File: src/rtl/flash_resp_pkg.sv
// Shared definitions for the flash word responder: FSM state encoding and
// word geometry (four bytes per word, little-endian).
package flash_resp_pkg;

  localparam int BYTES_PER_WORD = 4;
  localparam int BYTE_SEL_W     = $clog2(BYTES_PER_WORD);

  typedef enum logic [1:0] {
    ST_IDLE    = 2'd0,
    ST_ISSUE   = 2'd1,
    ST_COLLECT = 2'd2,
    ST_RESPOND = 2'd3
  } state_e;

endpackage

File: src/rtl/flash_resp_req_buf.sv
// Two-entry in-order request queue. Entry 0 is the active request being
// served, entry 1 is the pending request waiting behind it.
module flash_resp_req_buf #(
  parameter int W = 23
) (
  input  logic         clk,
  input  logic         rst,
  input  logic         push_i,
  input  logic [W-1:0] push_data_i,
  input  logic         pop_i,
  output logic [W-1:0] head_o,
  output logic [W-1:0] second_o,
  output logic         full_o,
  output logic         empty_o
);

  logic [W-1:0] e0_q;
  logic [W-1:0] e1_q;
  logic [1:0]   cnt_q;
  logic         do_push;
  logic         do_pop;

  assign full_o   = (cnt_q == 2'd2);
  assign empty_o  = (cnt_q == 2'd0);
  assign head_o   = e0_q;
  assign second_o = e1_q;
  assign do_push  = push_i && !full_o;
  assign do_pop   = pop_i && !empty_o;

  // Queue storage and occupancy; a simultaneous push and pop keeps the count.
  always_ff @(posedge clk or posedge rst) begin
    if (rst) begin
      e0_q  <= '0;
      e1_q  <= '0;
      cnt_q <= 2'd0;
    end else begin
      case ({do_push, do_pop})
        2'b10: begin
          if (cnt_q == 2'd0) e0_q <= push_data_i;
          else               e1_q <= push_data_i;
          cnt_q <= cnt_q + 2'd1;
        end
        2'b01: begin
          e0_q  <= e1_q;
          cnt_q <= cnt_q - 2'd1;
        end
        2'b11: begin
          if (cnt_q == 2'd1) begin
            e0_q <= push_data_i;
          end else begin
            e0_q <= e1_q;
            e1_q <= push_data_i;
          end
        end
        default: ;
      endcase
    end
  end

endmodule

File: src/rtl/flash_responder.sv
// Word-read responder over a byte-wide backing memory. Each word request is
// split into four byte strobes and the returned bytes are packed
// little-endian into one response word.
// Optional build macro FLASH_RESP_CACHE_EN keeps the last returned word so a
// repeat read of the same address is answered without touching memory.
//
// state    | meaning
// ---------+----------------------------------------------------------
// IDLE     | no active request
// ISSUE    | issuing byte strobes k=0..3 for the active request
// COLLECT  | all strobes taken, waiting for the remaining bytes
// RESPOND  | one-cycle valid with the assembled (or cached) word
module flash_responder
  import flash_resp_pkg::*;
#(
  parameter int ADDR_W = 23
) (
  input  logic              clk,
  input  logic              rst,
  input  logic              read,
  input  logic [ADDR_W-1:0] address,
  output logic              waitrequest,
  output logic              valid,
  output logic [31:0]       flash_data,
  output logic              mem_rd,
  output logic [ADDR_W+1:0] mem_addr,
  input  logic              mem_wait,
  input  logic [7:0]        mem_rdata,
  input  logic              mem_rvalid,
  input  logic              cache_flush
);

  state_e                state_q, state_d;
  logic [BYTE_SEL_W-1:0] k_q, k_d;
  logic [BYTE_SEL_W-1:0] rx_q, rx_d;
  logic [31:0]           word_q, word_d;
  logic [31:0]           data_q, data_d;

  logic [ADDR_W-1:0]     head_addr;
  logic [ADDR_W-1:0]     second_addr;
  logic                  buf_full;
  logic                  buf_empty;
  logic                  accept;
  logic                  pop;
  logic                  last_byte;
  logic [31:0]           fill_word;
  logic                  fill;
  logic [ADDR_W-1:0]     next_addr;
  logic                  hit;
  logic [31:0]           hit_data;

  assign accept    = read && !buf_full;
  assign pop       = (state_q == ST_RESPOND) && !buf_empty;
  assign last_byte = mem_rvalid && (rx_q == BYTE_SEL_W'(BYTES_PER_WORD - 1));
  assign fill_word = {mem_rdata, word_q[23:0]};
  // The request that becomes active next: a waiting pending entry wins over
  // one arriving on the bus this cycle.
  assign next_addr = (state_q == ST_RESPOND && buf_full) ? second_addr : address;

  flash_resp_req_buf #(.W(ADDR_W)) u_req_buf (
    .clk         (clk),
    .rst         (rst),
    .push_i      (accept),
    .push_data_i (address),
    .pop_i       (pop),
    .head_o      (head_addr),
    .second_o    (second_addr),
    .full_o      (buf_full),
    .empty_o     (buf_empty)
  );

`ifdef FLASH_RESP_CACHE_EN
  logic              cvld_q, cvld_d;
  logic [ADDR_W-1:0] caddr_q, caddr_d;
  logic [31:0]       cdata_q, cdata_d;

  // A flush in the same cycle as the lookup forces a miss.
  assign hit      = cvld_q && !cache_flush && (next_addr == caddr_q);
  assign hit_data = cdata_q;

  // Last-word cache update: refill on word completion, flush wins.
  always_comb begin
    cvld_d  = cvld_q;
    caddr_d = caddr_q;
    cdata_d = cdata_q;
    if (fill) begin
      cvld_d  = 1'b1;
      caddr_d = head_addr;
      cdata_d = fill_word;
    end
    if (cache_flush) cvld_d = 1'b0;
  end

  // Cache registers.
  always_ff @(posedge clk or posedge rst) begin
    if (rst) begin
      cvld_q  <= 1'b0;
      caddr_q <= '0;
      cdata_q <= '0;
    end else begin
      cvld_q  <= cvld_d;
      caddr_q <= caddr_d;
      cdata_q <= cdata_d;
    end
  end
`else
  logic unused_flush;
  assign unused_flush = cache_flush;
  assign hit          = 1'b0;
  assign hit_data     = '0;
`endif

  // FSM next state, strobe index, byte gathering and response word.
  always_comb begin
    state_d = state_q;
    k_d     = k_q;
    rx_d    = rx_q;
    word_d  = word_q;
    data_d  = data_q;
    fill    = 1'b0;

    if ((state_q == ST_ISSUE || state_q == ST_COLLECT) && mem_rvalid) begin
      word_d[{rx_q, 3'b000} +: 8] = mem_rdata;
      rx_d = rx_q + 1'b1;
    end

    case (state_q)
      ST_IDLE: begin
        k_d  = '0;
        rx_d = '0;
        if (accept) begin
          state_d = hit ? ST_RESPOND : ST_ISSUE;
          if (hit) data_d = hit_data;
        end
      end
      ST_ISSUE: begin
        if (!mem_wait) begin
          k_d = k_q + 1'b1;
          if (k_q == BYTE_SEL_W'(BYTES_PER_WORD - 1)) state_d = ST_COLLECT;
        end
        if (last_byte) begin
          state_d = ST_RESPOND;
          data_d  = fill_word;
          fill    = 1'b1;
        end
      end
      ST_COLLECT: begin
        if (last_byte) begin
          state_d = ST_RESPOND;
          data_d  = fill_word;
          fill    = 1'b1;
        end
      end
      ST_RESPOND: begin
        k_d  = '0;
        rx_d = '0;
        if (buf_full || accept) begin
          state_d = hit ? ST_RESPOND : ST_ISSUE;
          if (hit) data_d = hit_data;
        end else begin
          state_d = ST_IDLE;
        end
      end
      default: state_d = ST_IDLE;
    endcase
  end

  // FSM and datapath registers.
  always_ff @(posedge clk or posedge rst) begin
    if (rst) begin
      state_q <= ST_IDLE;
      k_q     <= '0;
      rx_q    <= '0;
      word_q  <= '0;
      data_q  <= '0;
    end else begin
      state_q <= state_d;
      k_q     <= k_d;
      rx_q    <= rx_d;
      word_q  <= word_d;
      data_q  <= data_d;
    end
  end

  assign waitrequest = buf_full;
  assign valid       = (state_q == ST_RESPOND);
  assign flash_data  = data_q;
  assign mem_rd      = (state_q == ST_ISSUE);
  assign mem_addr    = mem_rd ? {head_addr, k_q} : '0;

endmodule

File: config.mk
export PLATFORM = sky130hd
export DESIGN_NAME = flash_responder
export DESIGN_NICKNAME = d
export VERILOG_FILES = /design/src/rtl/flash_resp_pkg.sv /design/src/rtl/flash_resp_req_buf.sv /design/src/rtl/flash_responder.sv
export SDC_FILE = /design/constraint.sdc
export NUM_CORES = 1
export LEC_CHECK = 0
export ABC_AREA = 1
export CAP_MARGIN = 20
export CORE_MARGIN = 10
export CORE_UTILIZATION = 50
export CTS_BUF_LIST = sky130_fd_sc_hd__clkbuf_8
export DETAILED_ROUTE_END_ITERATION = 6
export PLACE_DENSITY = 0.85
export REMOVE_ABC_BUFFERS = 1
export SYNTH_ARGS = -nofsm -noshare
export SYNTH_HDL_FRONTEND = slang
export SYNTH_SLANG_ARGS = --single-unit
export TNS_END_PERCENT = 5
File: constraint.sdc
create_clock -name clk -period 3.8 [get_ports clk]
set_input_delay 0.76 -clock clk [delete_from_list [all_inputs] [get_ports clk]]
set_output_delay 0.76 -clock clk [all_outputs]
set_load 0.05 [all_outputs]
Word level (Yosys, flattened, before mapping):

Index checks and enable logic that the tools add are counted.
Widths: inputs -> output; s select.

* add/subtract/negate cells: 5
* $mul: 0
* div/mod/pow operators: 0
* order comparisons: 0
* equality and inequality tests: 19
* shift-type cells: 2
* mux-type cells: 22
* bitwise operators: 1
* reduce and logical (&&, ||, !) cells: 24

Operators by type and width (number)
* $mux 23: 4
* $pmux 23 s3: 1
* $mux 32: 2
* $pmux 23 s2: 1
* $bwmux 32: 1
* $shift 8x7->32 const A: 1
* $shiftx 8x7->32: 1
* $mux 25: 1
* $mux 2: 8
* $eq 2x2->1 const B: 7
* $ne 2x2->1 const B: 5
* $pmux 2 s2: 2
* $pmux 2 s4: 1
* $reduce_bool 2->1: 4
* $neg 5->7: 1
* $add 2x1->2 const B: 3
* $eq 2x1->1 const B: 3
* $logic_and 1x1->1: 6
* $reduce_and 2->1: 3
* $logic_not 2->1: 2
* $ne 2x1->1 const B: 2
* $reduce_and 4->1: 1
* $reduce_or 2->1: 2
* $ne 3x1->1 const B: 1
* other kinds (8): 10

* register bits: 118
* bits in latches: 0
* memory bits (writable): 0
* ROM bits: 0
* output and inout bits: 60
* word-level logic and storage cells: 81
* memories kept: 0

Longest topological paths before layout:

Gate-level depths: netlist of run 1.

* depth after elaboration: 7
* depth in mapped cells: 13
* gate-level depth less buffers: 12

By module:

Synthesis of run 1 repeated with hierarchy kept, for this count alone.

* cell total of the unflattened synthesis: 651
* area, all modules: 5207.5 um^2

Modules (own cells, without submodules)
* flash_responder: instances 1, cells an instance 346, area each 2867.8 um^2
* flash_resp_req_buf: instances 1, cells an instance 305, area each 2339.7 um^2

Worst setup path before layout of run 1:

OpenSTA, ideal clock, no wires.

* path type: reg-to-reg
* start: register state_q[0]
* end: register u_req_buf.e1_q[16], in the netlist u_req_buf.second_o[16]
* arrival time: 2117 ps
* required time: 3682 ps
* setup slack: 1566 ps
* stages on the path, launching flop included: 8
* period minus slack after synthesis: 2234 ps
* cells stage by stage: dfrtp_1 > ha_1 > nand2_2 > buf_6 > ha_1 > o211ai_4 > buf_6 > o21ai_2

* cells in the longest elaborated chain, start to end: 6
* elaborated cells on any way between the ends: 10
* classes of those cells: 5 x eq/ne; 1 x mux; 4 x reduce/logical

Ends and longest elaborated chain
* from (decl): RTL line flash_responder.sv:33 `state_e state_q, state_d;`
* from (signal assigned): RTL line flash_responder.sv:177 `state_q <= state_d;`
* $eq 2x2->1 (*)
* named net valid: RTL line flash_responder.sv:23 `output logic valid,`
* $logic_and 1x1->1 (*): RTL line flash_responder.sv:53 `assign pop = (state_q == ST_RESPOND) && !buf_empty;`
* $logic_and 1x1->1 (*): RTL line flash_resp_req_buf.sv:28 `assign do_pop = pop_i && !empty_o;`
* $eq 2x2->1: RTL line flash_resp_req_buf.sv:37 `case ({do_push, do_pop})`
* $ne 2x2->1 (no line) / $reduce_bool 2->1 (equally long branches)
* $reduce_and 3->1 (no line)
* to (signal assigned): RTL line flash_resp_req_buf.sv:40 `else e1_q <= push_data_i;`
* to (signal assigned): RTL line flash_resp_req_buf.sv:52 `e1_q <= push_data_i;`
* to (decl): RTL line flash_resp_req_buf.sv:18 `logic [W-1:0] e1_q;`

The timed path passes the listed nets; every way through them passes the cells marked *.
A chain may end at the register's enable or synchronous reset.

Worst setup path after layout of run 1:

* start: register state_q[1]
* end: output port mem_addr[5]

* cells in the longest elaborated chain, start to end: 2

Ends and longest elaborated chain
* $eq 2x1->1
* $mux 25: RTL line flash_responder.sv:189 `assign mem_addr = mem_rd ? {head_addr, k_q} : '0;`
* to (decl): RTL line flash_responder.sv:26 `output logic [ADDR_W+1:0] mem_addr,`

Every way passes these cells.

==> results of run 1 <==
[final cells by class]
cell class,instances,area [um2]
fill,922,4070
sequential,110,2750
multi-input combinational,415,2100
timing repair buffer,102,1050
inverter,129,487
tap,140,175
clock buffer,9,124
clock inverter,7,91.3
[worst reg2reg max path: cells and delay by family (launching register included)]
kind                       cells  cell delay [ns]
buffers and inverters          1             0.08
DFF                            1             0.43
adders and majority gates      2             0.58
and+or+nand+nor                7             1.20
[logic make-up (layout without fill, tap and decap cells)]
kind of cell	Yosys count	count (layout)	share of synthesized area [%]
compound gates	89	89	10.1
xor+xnor	2	2	0.316
fa+ha+maj	19	19	4.29
buf+inv	155	247	12.5
flops	110	110	49.7
simple gates	305	305	23.1
[synth_stat cells]
cell type / n
nand3_1: 7
buf_6: 9
nand3_4: 2
nor2_2: 1
nand2_2: 5
buf_4: 3
nand4_1: 8
nand2_1: 250
buf_8: 2
buf_2: 9
nor2_8: 3
dfrtp_1: 110
o21ai_1: 32
clkbuf_1: 3
inv_2: 5
o22ai_1: 16
o21ai_2: 21
nor2_1: 27
ha_1: 19
nand2_4: 2
inv_1: 124
o211ai_4: 1
o21ai_0: 19
xnor2_1: 2
[final timing paths]
check                           slack [ns]           startpoint             endpoint  depth (start not counted)
min in group asynchronous             0.80                  rst   u_req_buf.cnt_q[0]                          2
worst min-delay path                  0.49  u_req_buf.head_o[4]  u_req_buf.head_o[4]                          2
worst min register to register        0.49  u_req_buf.head_o[4]  u_req_buf.head_o[4]                          2
max in group asynchronous             2.27                  rst       flash_data[10]                          3
worst max-delay path                  0.61           state_q[1]          mem_addr[5]                          6
worst max register to register        1.46   u_req_buf.cnt_q[0]  u_req_buf.head_o[7]                         10
[power groups by stage]
stage          combinational (mW)  clock [mW]  sequential (mW)
2_1_floorplan                1.80           0             2.33
3_3_place_gp                 3.01           0             1.94
3_5_place_dp                 3.08           0             1.96
4_1_cts                      3.10       0.734             1.94
5_1_grt                      3.44       0.779             2.00
6_report                     3.10       0.717             1.93
[sequential cells by signal, summed over array words and instances, names as in the netlist]
signal              count
flash_data             32
word_q                 24
u_req_buf.head_o       23
u_req_buf.second_o     23
k_q                     2
rx_q                    2
state_q                 2
u_req_buf.cnt_q         2
[routing by layer]
metal  vias up  wire [um]  part of all wire [%]  track usage (%)
li1       2226          -                     -                -
met1      1942       5350                    45             19.2
met2        99       5460                    46             24.3
met3         9        877                   7.4             4.86
met4         0        104                  0.88             3.66
met5         -          0                     0                0
[per-stage QoR]
stage	power, mW	utilization, %	hold WS [ns]
floorplan	4.13	-	0.449
global placement	4.95	60.1	0.463
detailed placement	5.04	60.1	0.465
CTS	5.77	62.0	0.492
global route	6.22	62.5	0.507
finish	5.75	62.5	0.490
==> reports/qor.yml, run 1 <==
grt:
  grt_max_degree: 65
  antenna_found_initial: 0
  grt_pass1_vias: 4229
  grt_pass1_wl_um: 20300
  grt_overflow: 0
  globalRouteTotalUtil_pct: 15.1
timing:
  worst_pin_slew_ns: 0.751
  hold_viol_final: 0
  min_period_ns: 3.19
  clock.fmax_ghz: 0.313
  setup_ws_ns: 0.606
  fin_crit_sh_pct: 84.0
  setup_viol: 0
  fin_worst_skew_ns: 0.0140
  max_slew_margin_pct: 49.8
  rsz0062_at_grt: "no"
  tns_ns: 0
  slew_viol_final: 0
power:
  vdd_ir_drop_max_uv: 449
  seq_power_share_pct: 33.6
  internal_power_mw: 2.97
  pwr-share-comb_pct: 53.9
  swShare_pct: 48.4
  clockPowerShare_pct: 12.5
  powerDensity_nw_per_um2: 849
  p_leak_nw: 3.58
  p_sw_mw: 2.79
layout:
  syn2layout_area_growth_pct: 22.2
  n_antenna_cell: 0
  final_common_cell: "nand2_1"
  layout_common_cells: "250 x nand2_1, 123 x inv_1, 110 x dfrtp_1"
  final_cells: 912
  design_area_um2: 6770
  drive_gt1_share_pct: 8.29
  fin_nets: 823
drt:
  via_per_inst: 4.69
  antenna_left: 0
  vias: 4276
  drtIter0Drc: 308
  drt-total-wl_um: 11800
  drt-wirelength-per-cell_um: 12.9
  drc: 0
  first_pass_iters: 4
die:
  die_y_um: 125
  fp.dieW_um: 125
  die-area_um2: 15700
  core_area_um2: 10800
  initial_core_util_pct: 51.1
  rows: 38
  io_pins: 97
critical_path:
  worst_setup_path_end_kind: "output pin"
  crit_chain: "inv_1, ha_1, buf_4, nand2_1, inv_1, clkdlybuf4s50_1"
  crit_buf_inv: 4
  slowest_stage: "clkdlybuf4s50_1"
  path_common_cell: "inv_1"
  slowest_delay_ns: 0.80
  path_max_fanout: 23
  cp.arrival_ns: 2.43
  start_kind: "flop"
  critPathTopFamily: "buffers and inverters"
  cp_data_required_time_ns: 3.04
  path_class: "flop to output pin"
cts:
  root_buffer: "clkbuf_8"
  cts_tree: "done"
  htree_levels: 3
  cts_buffers: 9
  cts_resized: 0
  clk_latency_ns: 0.37
  cts_setup_buffers: 0
  cts_hold_buffers: 0
  clockBufferDepth: 2
  clkTransAtPathRegs_ns: 0.12
  clock_sinks: 110
logic_synthesis:
  synth-seq-cells: 110
  synth_cell_types: 24
  netlist_instances: 680
  netlist_area_um2: 5540
  synth_top_area_share_pct: 49.7
  post-synth-top-area-cell: "dfrtp_1"
  yosysSeqAreaShare_pct: 49.7
  yosysWarnings: 0
  synth_area_leaders: "dfrtp_1 50%, nand2_1 17%, inv_1 8.4%"
  synth_area_per_cell_um2: 8.15
place:
  dpl_cell_area_um2: 6510
  port_buffers: 95
  place.gp.congestion: 0.779
  place_hpwl_um: 8270
  place_ws_ns: 0.759
  dp_cells: 894
status:
  outcome: "finished, final reports clean"
min_path:
  hp-class: "flop to flop"
flow_run:
  maxCapViolCount: 0
Power figures use the tool's default switching activity.
==> run 2: changes to the inputs <==
==> constraint.sdc (replaced) <==
create_clock -name clk -period 2.8 [get_ports clk]
set_input_delay 0.56 -clock clk [delete_from_list [all_inputs] [get_ports clk]]
set_output_delay 0.56 -clock clk [all_outputs]
set_load 0.05 [all_outputs]
==> reports/qor.yml, run 2 (synthesis gave the netlist of run 1 again) <==
layout:
  postLayoutCoreUtil_pct: 64.7  # was 62.5%
  fin_nets: 826  # was 823
  final_common_cell: "nand2_1"  # unchanged
  final_cells: 915  # was 912
  n_antenna_cell: 0  # unchanged
  design_area_um2: 7010  # was 6770 um2
  drive_gt1_share_pct: 11.9  # was 8.29%
  syn2layout_area_growth_pct: 26.5  # was 22.2%
  largest_reg_flops: 32  # unchanged
  layout_common_cells: "250 x nand2_1, 123 x inv_1, 110 x dfrtp_1"  # unchanged
timing:
  setup_viol: 0  # unchanged
  min_period_ns: 2.61
  fin_worst_skew_ns: 0.0132  # was 0.0140 ns
  setup_ws_ns: 0.189  # was 0.606 ns
  hold_viol_final: 0  # unchanged
  fin_crit_sh_pct: 93.2
  slew_viol_final: 0  # unchanged
  max_slew_margin_pct: 58.2  # was 49.8%
  whs_ns: 0.488  # was 0.490 ns
  worst_pin_slew_ns: 0.624  # was 0.751 ns
  clock.fmax_ghz: 0.383
  rsz0062_at_grt: "no"  # unchanged
power:
  vdd_ir_drop_max_uv: 660  # was 449 uV
  p_sw_mw: 3.86  # was 2.79 mW
  pwr-share-comb_pct: 55.6  # was 53.9%
  seq_power_share_pct: 32.6  # was 33.6%
  clockPowerShare_pct: 11.8  # was 12.5%
  internal_power_mw: 4.24  # was 2.97 mW
  powerDensity_nw_per_um2: 1160  # was 849 nW/um2
  p_leak_nw: 3.70  # was 3.58 nW
  swShare_pct: 47.6  # was 48.4%
grt:
  grt_pass1_wl_um: 20900  # was 20300 um
  globalRouteTotalUtil_pct: 15.7  # was 15.1%
  grt_pass1_vias: 4387  # was 4229
  grt_overflow: 0  # unchanged
  antenna_found_initial: 0  # unchanged
  grt_max_degree: 61  # was 65
die:
  core_area_um2: 10800  # unchanged
  initial_core_util_pct: 51.1  # unchanged
  die_y_um: 125  # unchanged
  rows: 38  # unchanged
  io_pins: 97  # unchanged
  fp.dieW_um: 125  # unchanged
  die-area_um2: 15700  # unchanged
min_path:
  hold-path-endpoint: "u_req_buf.head_o[4]"  # unchanged
  min_from: "u_req_buf.head_o[4]"  # unchanged
  hp-class: "flop to flop"  # unchanged
  hold_depth: 2  # unchanged
critical_path:
  r2r-end: "u_req_buf.second_o[21]"  # was u_req_buf.head_o[7]
  rrSetupSlack_ns: 0.53  # was 1.46 ns
  cp.arrival_ns: 2.05  # was 2.43 ns
  cp_data_required_time_ns: 2.24  # was 3.04 ns
  start_kind: "flop"  # unchanged
  worst_setup_path_end_kind: "output pin"  # unchanged
  path_max_fanout: 6  # was 23
  path_class: "flop to output pin"  # unchanged
  ff2ff_path_depth: 10  # unchanged
  rr_startpoint: "u_req_buf.cnt_q[0]"  # unchanged
place:
  place.gp.congestion: 0.773  # was 0.779
  dp_cells: 899  # was 894
  dpl_cell_area_um2: 6810  # was 6510 um2
  place_hpwl_um: 8930  # was 8270 um
  place_ws_ns: 0.305  # was 0.759 ns
  port_buffers: 95  # unchanged
cts:
  cts_hold_buffers: 0  # unchanged
  cts_buffers: 9  # unchanged
  cts_setup_buffers: 0  # unchanged
  root_buffer: "clkbuf_8"  # unchanged
  clock_sinks: 110  # unchanged
  cts_tree: "done"  # unchanged
  clk_latency_ns: 0.37  # about the same
  htree_levels: 3  # unchanged
  cts_resized: 0  # unchanged
  clkTransAtPathRegs_ns: 0.11  # was 0.12 ns
  clockBufferDepth: 2  # unchanged
drt:
  via_per_inst: 4.80  # was 4.69
  first_pass_iters: 6  # was 4
  antenna_left: 0  # unchanged
  drc: 0  # unchanged
  drt-wirelength-per-cell_um: 13.6  # was 12.9 um
  drt-total-wl_um: 12400  # was 11800 um
  vias: 4391  # was 4276
  drtIter0Drc: 386  # was 308
flow_run:
  maxCapViolCount: 0  # unchanged
status:
  outcome: "finished, final reports clean"  # unchanged
run 2: final cells by class:
class / count / area (um2)
fill: 888 / 3830
sequential: 110 / 2750
multi-input combinational: 415 / 2100
timing repair buffer: 105 / 1300
inverter: 129 / 487
tap: 140 / 175
clock buffer: 9 / 124
clock inverter: 7 / 75.1
run 2: worst max path at each step:
| stage | to | start | slack, ns | cells after the start |
|---|---|---|---|---|
| after floorplan | flash_data[0] | rst | -0.66 | 1 |
| after global placement | u_req_buf.second_o[21] | read | 0.37 | 7 |
| after detailed placement | u_req_buf.second_o[21] | read | 0.31 | 8 |
| after CTS | mem_rd | state_q[1] | 0.16 | 3 |
| after global routing | mem_rd | state_q[1] | 0.07 | 3 |
| final | mem_rd | state_q[1] | 0.19 | 3 |
run 2: critical path, stage by stage (launching register included):
cell and delay, ns:
dfrtp_1 0.44, inv_1 0.13, ha_1 0.27, clkdlybuf4s50_1 0.84
run 2: metrics by stage:
| stage | setup TNS, ns | power, mW |
|---|---|---|
| finish | 0 | 8.10 |
| detailed placement | 0 | 7.20 |
| CTS | 0 | 8.18 |
| floorplan | -72.85 | 5.60 |
| global placement | 0 | 7.07 |
| global route | 0 | 8.69 |
run 2: power groups by stage:
stage	clock (mW)	combinational [mW]	sequential (mW)
finish	0.956	4.50	2.64
global route	1.03	4.93	2.73
CTS	0.981	4.56	2.64
detailed placement	0	4.53	2.67
global placement	0	4.43	2.64
floorplan	0	2.45	3.16
run 2: layer usage:
layer | routed length [um] | vias up | track usage [%]
met3 | 858 | 14 | 4.56
met2 | 5940 | 129 | 26.4
li1 | - | 2221 | -
met4 | 107 | 0 | 4.67
met5 | 0 | - | 0
met1 | 5490 | 2027 | 19.0
